File: config.mk
export PLATFORM = sky130hd
export DESIGN_NAME = mips_mc_controller_flat
export DESIGN_NICKNAME = d
export VERILOG_FILES = /design/src/rtl/mips_ctrl_pkg.sv /design/src/rtl/mips_mc_controller_if.sv /design/src/rtl/mips_alu_decoder.sv /design/src/rtl/mips_mc_controller.sv /design/src/flat_wrapper.sv
export SDC_FILE = /design/constraint.sdc
export NUM_CORES = 1
export LEC_CHECK = 0
export CORE_ASPECT_RATIO = 1.75
export CORE_UTILIZATION = 67
export CTS_CLUSTER_DIAMETER = 100
export CTS_CLUSTER_SIZE = 25
export DETAILED_ROUTE_END_ITERATION = 16
export DONT_BUFFER_PORTS = 1
export GPL_ROUTABILITY_DRIVEN = 1
export GPL_TIMING_DRIVEN = 0
export PLACE_DENSITY_LB_ADDON = 0.3
export SETUP_SLACK_MARGIN = 0.4
export SLEW_MARGIN = 20
export SYNTH_ARGS = -nofsm -noshare
export SYNTH_HDL_FRONTEND = slang
export SYNTH_SLANG_ARGS = --single-unit
File: constraint.sdc
create_clock -name clk -period 6.7 [get_ports clk]
set_clock_uncertainty 0.2 [all_clocks]
set_input_delay 1.34 -clock clk [delete_from_list [all_inputs] [get_ports clk]]
set_output_delay 1.34 -clock clk [all_outputs]
set_load 0.005 [all_outputs]
File: src/rtl/mips_ctrl_pkg.sv
// rtl/mips_ctrl_pkg.sv - shared encodings for the multicycle MIPS controller
// Purpose: state enum, opcode/funct constants, ALU codes, datapath select
//          encodings and the registered control-word type.
// Ports:   none (package).
package mips_ctrl_pkg;

  typedef enum logic [3:0] {
    S_IDLE   = 4'd0,
    S_FETCH  = 4'd1,
    S_DECODE = 4'd2,
    S_MEMADR = 4'd3,
    S_MEMRD  = 4'd4,
    S_MEMWB  = 4'd5,
    S_MEMWR  = 4'd6,
    S_RTEXEC = 4'd7,
    S_RTWB   = 4'd8,
    S_IEXEC  = 4'd9,
    S_IWB    = 4'd10,
    S_BRANCH = 4'd11,
    S_JUMP   = 4'd12,
    S_JAL    = 4'd13,
    S_JR     = 4'd14,
    S_HALT   = 4'd15
  } state_e;

  localparam logic [5:0] OP_RTYPE = 6'b000000;
  localparam logic [5:0] OP_LW    = 6'b100011;
  localparam logic [5:0] OP_SW    = 6'b101011;
  localparam logic [5:0] OP_BEQ   = 6'b000100;
  localparam logic [5:0] OP_ADDI  = 6'b001000;
  localparam logic [5:0] OP_SLTI  = 6'b001010;
  localparam logic [5:0] OP_J     = 6'b000010;
  localparam logic [5:0] OP_JAL   = 6'b000011;

  localparam logic [5:0] FN_JR  = 6'b001000;
  localparam logic [5:0] FN_ADD = 6'b100000;
  localparam logic [5:0] FN_SUB = 6'b100010;
  localparam logic [5:0] FN_AND = 6'b100100;
  localparam logic [5:0] FN_OR  = 6'b100101;
  localparam logic [5:0] FN_SLT = 6'b101010;

  localparam logic [4:0] ALU_ADD = 5'd0;
  localparam logic [4:0] ALU_SUB = 5'd1;
  localparam logic [4:0] ALU_AND = 5'd2;
  localparam logic [4:0] ALU_OR  = 5'd3;
  localparam logic [4:0] ALU_SLT = 5'd4;

  localparam logic [1:0] REGDST_RT  = 2'd0;
  localparam logic [1:0] REGDST_RD  = 2'd1;
  localparam logic [1:0] REGDST_R31 = 2'd2;

  localparam logic [1:0] WB_ALUOUT = 2'd0;
  localparam logic [1:0] WB_MDR    = 2'd1;
  localparam logic [1:0] WB_PC     = 2'd2;

  localparam logic [1:0] SRCB_B     = 2'd0;
  localparam logic [1:0] SRCB_FOUR  = 2'd1;
  localparam logic [1:0] SRCB_IMM   = 2'd2;
  localparam logic [1:0] SRCB_IMMSH = 2'd3;

  localparam logic [1:0] PCSRC_ALU    = 2'd0;
  localparam logic [1:0] PCSRC_ALUOUT = 2'd1;
  localparam logic [1:0] PCSRC_JUMP   = 2'd2;
  localparam logic [1:0] PCSRC_RS     = 2'd3;

  typedef struct packed {
    logic       pc_write;
    logic       pc_write_cond;
    logic       ior_d;
    logic       mem_read;
    logic       mem_write;
    logic       ir_write;
    logic       reg_write;
    logic       alu_src_a;
    logic [1:0] reg_dst;
    logic [1:0] wb_sel;
    logic [1:0] alu_src_b;
    logic [1:0] pc_src;
    logic [4:0] alu_op;
    logic       halted;
  } ctrl_t;

  // States in which an instruction completes.
  function automatic logic is_retire(state_e s);
    return s inside {S_MEMWB, S_MEMWR, S_RTWB, S_IWB, S_BRANCH, S_JUMP, S_JAL, S_JR};
  endfunction

endpackage

File: src/rtl/mips_mc_controller_if.sv
// rtl/mips_mc_controller_if.sv - controller/datapath signal bundle
// Purpose: groups instruction fields, ALU flag and all control outputs.
// Ports:   master = controller (drives strobes/selects/status),
//          slave  = datapath (drives run/opcode/funct/zero).
interface mips_mc_controller_if;
  logic        run;
  logic [5:0]  opcode;
  logic [5:0]  funct;
  logic        zero;
  logic        pcWrite;
  logic        pcWriteCond;
  logic        iorD;
  logic        memRead;
  logic        memWrite;
  logic        irWrite;
  logic        regWrite;
  logic        aluSrcA;
  logic [1:0]  regDst;
  logic [1:0]  wbSel;
  logic [1:0]  aluSrcB;
  logic [1:0]  pcSrc;
  logic [4:0]  aluOperation;
  logic        halted;
  logic [31:0] retired;
  logic [3:0]  state;

  modport master (
    input  run, opcode, funct, zero,
    output pcWrite, pcWriteCond, iorD, memRead, memWrite, irWrite, regWrite,
           aluSrcA, regDst, wbSel, aluSrcB, pcSrc, aluOperation, halted,
           retired, state
  );

  modport slave (
    output run, opcode, funct, zero,
    input  pcWrite, pcWriteCond, iorD, memRead, memWrite, irWrite, regWrite,
           aluSrcA, regDst, wbSel, aluSrcB, pcSrc, aluOperation, halted,
           retired, state
  );
endinterface

File: src/rtl/mips_alu_decoder.sv
// rtl/mips_alu_decoder.sv - R-type funct to ALU operation decode
// Purpose: combinational map of funct to ALU code; valid=0 for unsupported funct.
// Ports:   funct (in, 6), alu_op (out, 5), valid (out, 1).
module mips_alu_decoder
  import mips_ctrl_pkg::*;
(
  input  logic [5:0] funct,
  output logic [4:0] alu_op,
  output logic       valid
);

  always_comb begin
    alu_op = ALU_ADD;
    valid  = 1'b1;
    case (funct)
      FN_ADD:  alu_op = ALU_ADD;
      FN_SUB:  alu_op = ALU_SUB;
      FN_AND:  alu_op = ALU_AND;
      FN_OR:   alu_op = ALU_OR;
      FN_SLT:  alu_op = ALU_SLT;
      default: valid  = 1'b0;
    endcase
  end

endmodule

File: src/rtl/mips_mc_controller.sv
// rtl/mips_mc_controller.sv - multicycle MIPS control FSM with retire counter
// Purpose: sequences fetch/decode/execute/writeback and counts retired
//          instructions; traps illegal opcodes/functs into HALT.
// Ports:   clk (in), rst (in, async active-low),
//          bus (mips_mc_controller_if.master: run/opcode/funct/zero in,
//          strobes, selects, halted, retired, state out).
module mips_mc_controller
  import mips_ctrl_pkg::*;
(
  input  logic                 clk,
  input  logic                 rst,
  mips_mc_controller_if.master bus
);

  state_e      state_q, state_d;
  ctrl_t       ctrl_q, ctrl_d;
  logic [31:0] retired_q, retired_d;

  logic [4:0]  rt_alu_op;
  logic        rt_funct_ok;

  // The branch condition is applied in the datapath; the flag is carried on
  // the bundle but not consumed here.
  logic unused_zero;
  assign unused_zero = bus.zero;

  mips_alu_decoder u_alu_dec (
    .funct  (bus.funct),
    .alu_op (rt_alu_op),
    .valid  (rt_funct_ok)
  );

  // Outputs are registered from the next-state decode, so the reset clears
  // them immediately and they never glitch on input changes.
  always_ff @(posedge clk or negedge rst) begin
    if (!rst) begin
      state_q   <= S_IDLE;
      ctrl_q    <= '0;
      retired_q <= '0;
    end else begin
      state_q   <= state_d;
      ctrl_q    <= ctrl_d;
      retired_q <= retired_d;
    end
  end

  always_comb begin
    state_d   = state_q;
    retired_d = retired_q + (is_retire(state_q) ? 32'd1 : 32'd0);
    case (state_q)
      S_IDLE:   state_d = bus.run ? S_FETCH : S_IDLE;
      S_FETCH:  state_d = S_DECODE;
      S_DECODE: begin
        case (bus.opcode)
          OP_RTYPE:        state_d = (bus.funct == FN_JR) ? S_JR : S_RTEXEC;
          OP_LW, OP_SW:    state_d = S_MEMADR;
          OP_BEQ:          state_d = S_BRANCH;
          OP_ADDI, OP_SLTI: state_d = S_IEXEC;
          OP_J:            state_d = S_JUMP;
          OP_JAL:          state_d = S_JAL;
          default:         state_d = S_HALT;
        endcase
      end
      S_MEMADR: state_d = (bus.opcode == OP_LW) ? S_MEMRD : S_MEMWR;
      S_MEMRD:  state_d = S_MEMWB;
      S_RTEXEC: state_d = rt_funct_ok ? S_RTWB : S_HALT;
      S_IEXEC:  state_d = S_IWB;
      S_HALT:   state_d = S_HALT;
      // Every remaining state retires; run is only sampled here and in IDLE.
      default:  state_d = bus.run ? S_FETCH : S_IDLE;
    endcase
  end

  always_comb begin
    ctrl_d = '0;
    case (state_d)
      S_FETCH: begin
        ctrl_d.mem_read  = 1'b1;
        ctrl_d.ir_write  = 1'b1;
        ctrl_d.pc_write  = 1'b1;
        ctrl_d.alu_src_b = SRCB_FOUR;
        ctrl_d.pc_src    = PCSRC_ALU;
        ctrl_d.alu_op    = ALU_ADD;
      end
      S_DECODE: begin
        ctrl_d.alu_src_b = SRCB_IMMSH;
        ctrl_d.alu_op    = ALU_ADD;
      end
      S_MEMADR: begin
        ctrl_d.alu_src_a = 1'b1;
        ctrl_d.alu_src_b = SRCB_IMM;
        ctrl_d.alu_op    = ALU_ADD;
      end
      S_MEMRD: begin
        ctrl_d.mem_read = 1'b1;
        ctrl_d.ior_d    = 1'b1;
      end
      S_MEMWB: begin
        ctrl_d.reg_write = 1'b1;
        ctrl_d.reg_dst   = REGDST_RT;
        ctrl_d.wb_sel    = WB_MDR;
      end
      S_MEMWR: begin
        ctrl_d.mem_write = 1'b1;
        ctrl_d.ior_d     = 1'b1;
      end
      S_RTEXEC: begin
        ctrl_d.alu_src_a = 1'b1;
        ctrl_d.alu_src_b = SRCB_B;
        ctrl_d.alu_op    = rt_alu_op;
      end
      S_RTWB: begin
        ctrl_d.reg_write = 1'b1;
        ctrl_d.reg_dst   = REGDST_RD;
        ctrl_d.wb_sel    = WB_ALUOUT;
      end
      S_IEXEC: begin
        ctrl_d.alu_src_a = 1'b1;
        ctrl_d.alu_src_b = SRCB_IMM;
        ctrl_d.alu_op    = (bus.opcode == OP_SLTI) ? ALU_SLT : ALU_ADD;
      end
      S_IWB: begin
        ctrl_d.reg_write = 1'b1;
        ctrl_d.reg_dst   = REGDST_RT;
        ctrl_d.wb_sel    = WB_ALUOUT;
      end
      S_BRANCH: begin
        ctrl_d.alu_src_a     = 1'b1;
        ctrl_d.alu_src_b     = SRCB_B;
        ctrl_d.alu_op        = ALU_SUB;
        ctrl_d.pc_write_cond = 1'b1;
        ctrl_d.pc_src        = PCSRC_ALUOUT;
      end
      S_JUMP: begin
        ctrl_d.pc_write = 1'b1;
        ctrl_d.pc_src   = PCSRC_JUMP;
      end
      S_JAL: begin
        ctrl_d.pc_write  = 1'b1;
        ctrl_d.pc_src    = PCSRC_JUMP;
        ctrl_d.reg_write = 1'b1;
        ctrl_d.reg_dst   = REGDST_R31;
        ctrl_d.wb_sel    = WB_PC;
      end
      S_JR: begin
        ctrl_d.pc_write = 1'b1;
        ctrl_d.pc_src   = PCSRC_RS;
      end
      S_HALT:  ctrl_d.halted = 1'b1;
      default: ctrl_d = '0;
    endcase
  end

  assign bus.pcWrite      = ctrl_q.pc_write;
  assign bus.pcWriteCond  = ctrl_q.pc_write_cond;
  assign bus.iorD         = ctrl_q.ior_d;
  assign bus.memRead      = ctrl_q.mem_read;
  assign bus.memWrite     = ctrl_q.mem_write;
  assign bus.irWrite      = ctrl_q.ir_write;
  assign bus.regWrite     = ctrl_q.reg_write;
  assign bus.aluSrcA      = ctrl_q.alu_src_a;
  assign bus.regDst       = ctrl_q.reg_dst;
  assign bus.wbSel        = ctrl_q.wb_sel;
  assign bus.aluSrcB      = ctrl_q.alu_src_b;
  assign bus.pcSrc        = ctrl_q.pc_src;
  assign bus.aluOperation = ctrl_q.alu_op;
  assign bus.halted       = ctrl_q.halted;
  assign bus.retired      = retired_q;
  assign bus.state        = state_q;

endmodule

File: src/flat_wrapper.sv
// flat-port wrapper written by rule: the top's interface ports become plain ports
module mips_mc_controller_flat import mips_ctrl_pkg::*;
  (clk, rst, bus_run, bus_opcode, bus_funct, bus_zero, bus_pcWrite, bus_pcWriteCond, bus_iorD, bus_memRead, bus_memWrite, bus_irWrite, bus_regWrite, bus_aluSrcA, bus_regDst, bus_wbSel, bus_aluSrcB, bus_pcSrc, bus_aluOperation, bus_halted, bus_retired, bus_state);
  mips_mc_controller_if bus_i ();
  input  logic clk;
  input  logic rst;
  input wire logic [$bits(bus_i.run)-1:0] bus_run;
  input wire logic [$bits(bus_i.opcode)-1:0] bus_opcode;
  input wire logic [$bits(bus_i.funct)-1:0] bus_funct;
  input wire logic [$bits(bus_i.zero)-1:0] bus_zero;
  output wire logic [$bits(bus_i.pcWrite)-1:0] bus_pcWrite;
  output wire logic [$bits(bus_i.pcWriteCond)-1:0] bus_pcWriteCond;
  output wire logic [$bits(bus_i.iorD)-1:0] bus_iorD;
  output wire logic [$bits(bus_i.memRead)-1:0] bus_memRead;
  output wire logic [$bits(bus_i.memWrite)-1:0] bus_memWrite;
  output wire logic [$bits(bus_i.irWrite)-1:0] bus_irWrite;
  output wire logic [$bits(bus_i.regWrite)-1:0] bus_regWrite;
  output wire logic [$bits(bus_i.aluSrcA)-1:0] bus_aluSrcA;
  output wire logic [$bits(bus_i.regDst)-1:0] bus_regDst;
  output wire logic [$bits(bus_i.wbSel)-1:0] bus_wbSel;
  output wire logic [$bits(bus_i.aluSrcB)-1:0] bus_aluSrcB;
  output wire logic [$bits(bus_i.pcSrc)-1:0] bus_pcSrc;
  output wire logic [$bits(bus_i.aluOperation)-1:0] bus_aluOperation;
  output wire logic [$bits(bus_i.halted)-1:0] bus_halted;
  output wire logic [$bits(bus_i.retired)-1:0] bus_retired;
  output wire logic [$bits(bus_i.state)-1:0] bus_state;
  assign bus_i.run = bus_run;
  assign bus_i.opcode = bus_opcode;
  assign bus_i.funct = bus_funct;
  assign bus_i.zero = bus_zero;
  assign bus_pcWrite = bus_i.pcWrite;
  assign bus_pcWriteCond = bus_i.pcWriteCond;
  assign bus_iorD = bus_i.iorD;
  assign bus_memRead = bus_i.memRead;
  assign bus_memWrite = bus_i.memWrite;
  assign bus_irWrite = bus_i.irWrite;
  assign bus_regWrite = bus_i.regWrite;
  assign bus_aluSrcA = bus_i.aluSrcA;
  assign bus_regDst = bus_i.regDst;
  assign bus_wbSel = bus_i.wbSel;
  assign bus_aluSrcB = bus_i.aluSrcB;
  assign bus_pcSrc = bus_i.pcSrc;
  assign bus_aluOperation = bus_i.aluOperation;
  assign bus_halted = bus_i.halted;
  assign bus_retired = bus_i.retired;
  assign bus_state = bus_i.state;
  mips_mc_controller u_core (.clk(clk), .rst(rst), .bus(bus_i));
endmodule
==> impl_metrics.ini <==
[outcome]
outcome = completed

[grt]
grtUsageTotal_pct = 25.17
grt_pass1_wl_um = 7928
antenna_found_initial = 0
grt_overflow_total = 0
grt_max_degree = 56
grt_pass1_vias = 1755

[hold_path]
min_path_type = flip-flop to flip-flop
min-delay-start = u_core.bus.retired[31]
hold_end = u_core.bus.retired[31]
holdPathStages = 1

[clock_network]
post_cts_buffers = 0
clkTransAtPathRegs_ps = 100
clock-sinks = 55
postCtsResizedCells = 0
cts_root_buf = clkbuf_8
h-tree-depth = 2
clock_latency_ps = 300
cts-buffers-inserted = 5
cts_tree = built
cts_buffer_depth = 2
cts_hold_buf = 0

[yosys]
syn-cell-area_um2 = 2562
yosysSeqAreaShare_pct = 53.71
yosys_warnings = 0
synth_ff_type = dfrtp_1
ys_ff_latch = 55
synth-edff-count = 0
syn_avg_cell_area_um2 = 10.72
synth_cells = 239
async_reset_ff_share_pct = 100.0
synth_cell_types = 47

[detailed_routing]
wl_per_cell_um = 16.40
ant_nets = 0
wirelength_um = 4823
num_vias = 1772
drc_errors = 0
via_per_inst = 6.027
first_pass_iters = 4
drt-initial-drc-count = 31

[pwr]
vdd_drop_max_mv = 0.3151
power_w = 0.001028
leakagePower_nw = 1.307
power_density_nw_per_um2 = 374.5

[final_layout]
n_antenna_cell = 0
fin_util_pct = 75.66
drive_gt1_share_pct = 10.48
layout_common_cells = 55 x dfrtp_1, 19 x xnor2_1, 18 x nand3_1
multi_input_area_um2 = 1110
final_area_um2 = 2745
nFillCells = 235
final_common_cell = dfrtp_1
fin_nets = 265
seq_area_um2 = 1376
area_delta_synth_final_pct = 7.129

[floorplanning]
num_io_pins = 74
coreArea_um2 = 3628
die_w_um = 48.75
die_height_um = 83.81
rows = 29
dieArea_um2 = 4086
initial_core_util_pct = 70.62

[timing]
hold_violations = 0
period_share_pct = 48.25
relSlewSlack_pct = 46.28
timing.final.max_slew_violations = 0
finalSetupTns_ps = 0
finalSetupViolCount = 0
clock.fmax_ghz = 0.3093
post-route-min-period_ps = 3233
rsz0062_at_grt = false
fin_ws_ps = 3467
tightest_slew_ps = 798.5

[critical_path]
reg2reg_to = u_core.bus.retired[30]
reg2reg_from = u_core.bus.state[2]
endpoint_kind = flip-flop
worstPathRequired_ps = 6730
startpoint_type = input pin
reg2reg_slack_ps = 3700
path_max_fanout = 7
arrival_ps = 3260
critPathKind = input pin to flip-flop
r2r_cells = 11

[place]
dpl_worst_slack_ps = 3164
gp_congestion = 0.7916
dpl_cell_area_um2 = 2624
place_hpwl_um = 3607
portBuffers = 0

[flow_run]
maxCapViolations = 0
## Yosys cell counts, types with 2 or more instances
| library cell | n | area [um2] |
|---|---|---|
| nor2_1 | 14 | 52.55 |
| a21oi_1 | 5 | 25.02 |
| and4_1 | 4 | 35.03 |
| o22ai_1 | 2 | 12.51 |
| nand4b_1 | 3 | 26.28 |
| and2_1 | 2 | 12.51 |
| ha_1 | 2 | 25.02 |
| buf_4 | 3 | 22.52 |
| a211oi_1 | 2 | 15.01 |
| nand2_1 | 16 | 60.06 |
| nand3_1 | 18 | 90.09 |
| xnor2_1 | 19 | 166.4 |
| dfrtp_1 | 55 | 1376 |
| inv_1 | 6 | 22.52 |
| nor3_1 | 4 | 20.02 |
| xor2_1 | 12 | 105.1 |
| a21o_1 | 2 | 15.01 |
| clkbuf_1 | 5 | 18.77 |
| buf_2 | 2 | 10.01 |
| and3_1 | 12 | 75.07 |
| o21ai_0 | 9 | 45.04 |
| nor4_1 | 6 | 37.54 |
| nand4_1 | 3 | 18.77 |
| nand2b_1 | 9 | 56.30 |
| nor2b_1 | 2 | 12.51 |
## final cells by class
| type | count | area share, % |
|---|---|---|
| Tap cell | 46 | 2.097 |
| Inverter | 7 | 1.048 |
| Clock inverter | 2 | 1.413 |
| Clock buffer | 6 | 3.008 |
| Multi-Input combinational cell | 168 | 40.43 |
| Buffer | 10 | 1.869 |
| Sequential cell | 55 | 50.14 |
## worst max-delay path: stages
cell and delay (ps):
mux2_4 270, or4_4 520, and3_4 210, nor3_4 390, inv_4 90, or2_4 280
o221ai_2 140
## state kept, by name (all words and copies together) (netlist names), 2 cells and up
| register | count |
|---|---|
| u_core.bus.aluSrcB | 2 |
| u_core.bus.state | 4 |
| u_core.bus.regDst | 2 |
| u_core.bus.retired | 32 |
| u_core.bus.aluOperation | 3 |
| u_core.bus.pcSrc | 2 |
## kinds of logic after synthesis
| kind of cell | share of synthesized area [%] |
|---|---|
| adders and majority gates | 0.9764 |
| muxes | 0.5858 |
| DFF | 53.71 |
| other | 0.1463 |
| and+or+nand+nor | 23.39 |
| AOI/OAI and AO/OA | 7.471 |
| xor gates and xnor gates | 10.60 |
| buffers and inverters | 3.125 |
## where the power goes
group / internal (W) / switching (W) / leakage, nW
Clock: 0.000123 / 0.000105 / 0.0618
Combinational: 0.000138 / 0.000202 / 0.501
Sequential: 0.000395 / 0.0000654 / 0.744
## worst max path at each step
stage,to,from,cells after the start
after global routing,u_core.bus.retired[28],u_core.bus.state[0],11
after floorplan,u_core.bus.pcWrite,bus_funct[2],7
final,u_core.bus.pcWrite,bus_funct[2],7
after CTS,u_core.bus.pcWrite,bus_funct[2],7
after detailed placement,u_core.bus.pcWrite,bus_funct[2],7
after global placement,u_core.bus.pcWrite,bus_funct[2],7
## metal layers
layer | global-route usage (%) | wire [um] | vias up
li1 | - | - | 847
met1 | 27.28 | 1780 | 862
met2 | 46.09 | 2728 | 56
met3 | 4.736 | 238 | 7
met4 | 11.23 | 76 | 0
met5 | 0 | 0 | -
## through the flow
step	std cells	hold slack (ps)
after floorplan	240	264.7
after global placement	286	284.9
after detailed placement	286	285.6
after CTS	294	302.0
after global routing	294	321.8
final	294	297.3
Power figures use the tool's default switching activity.
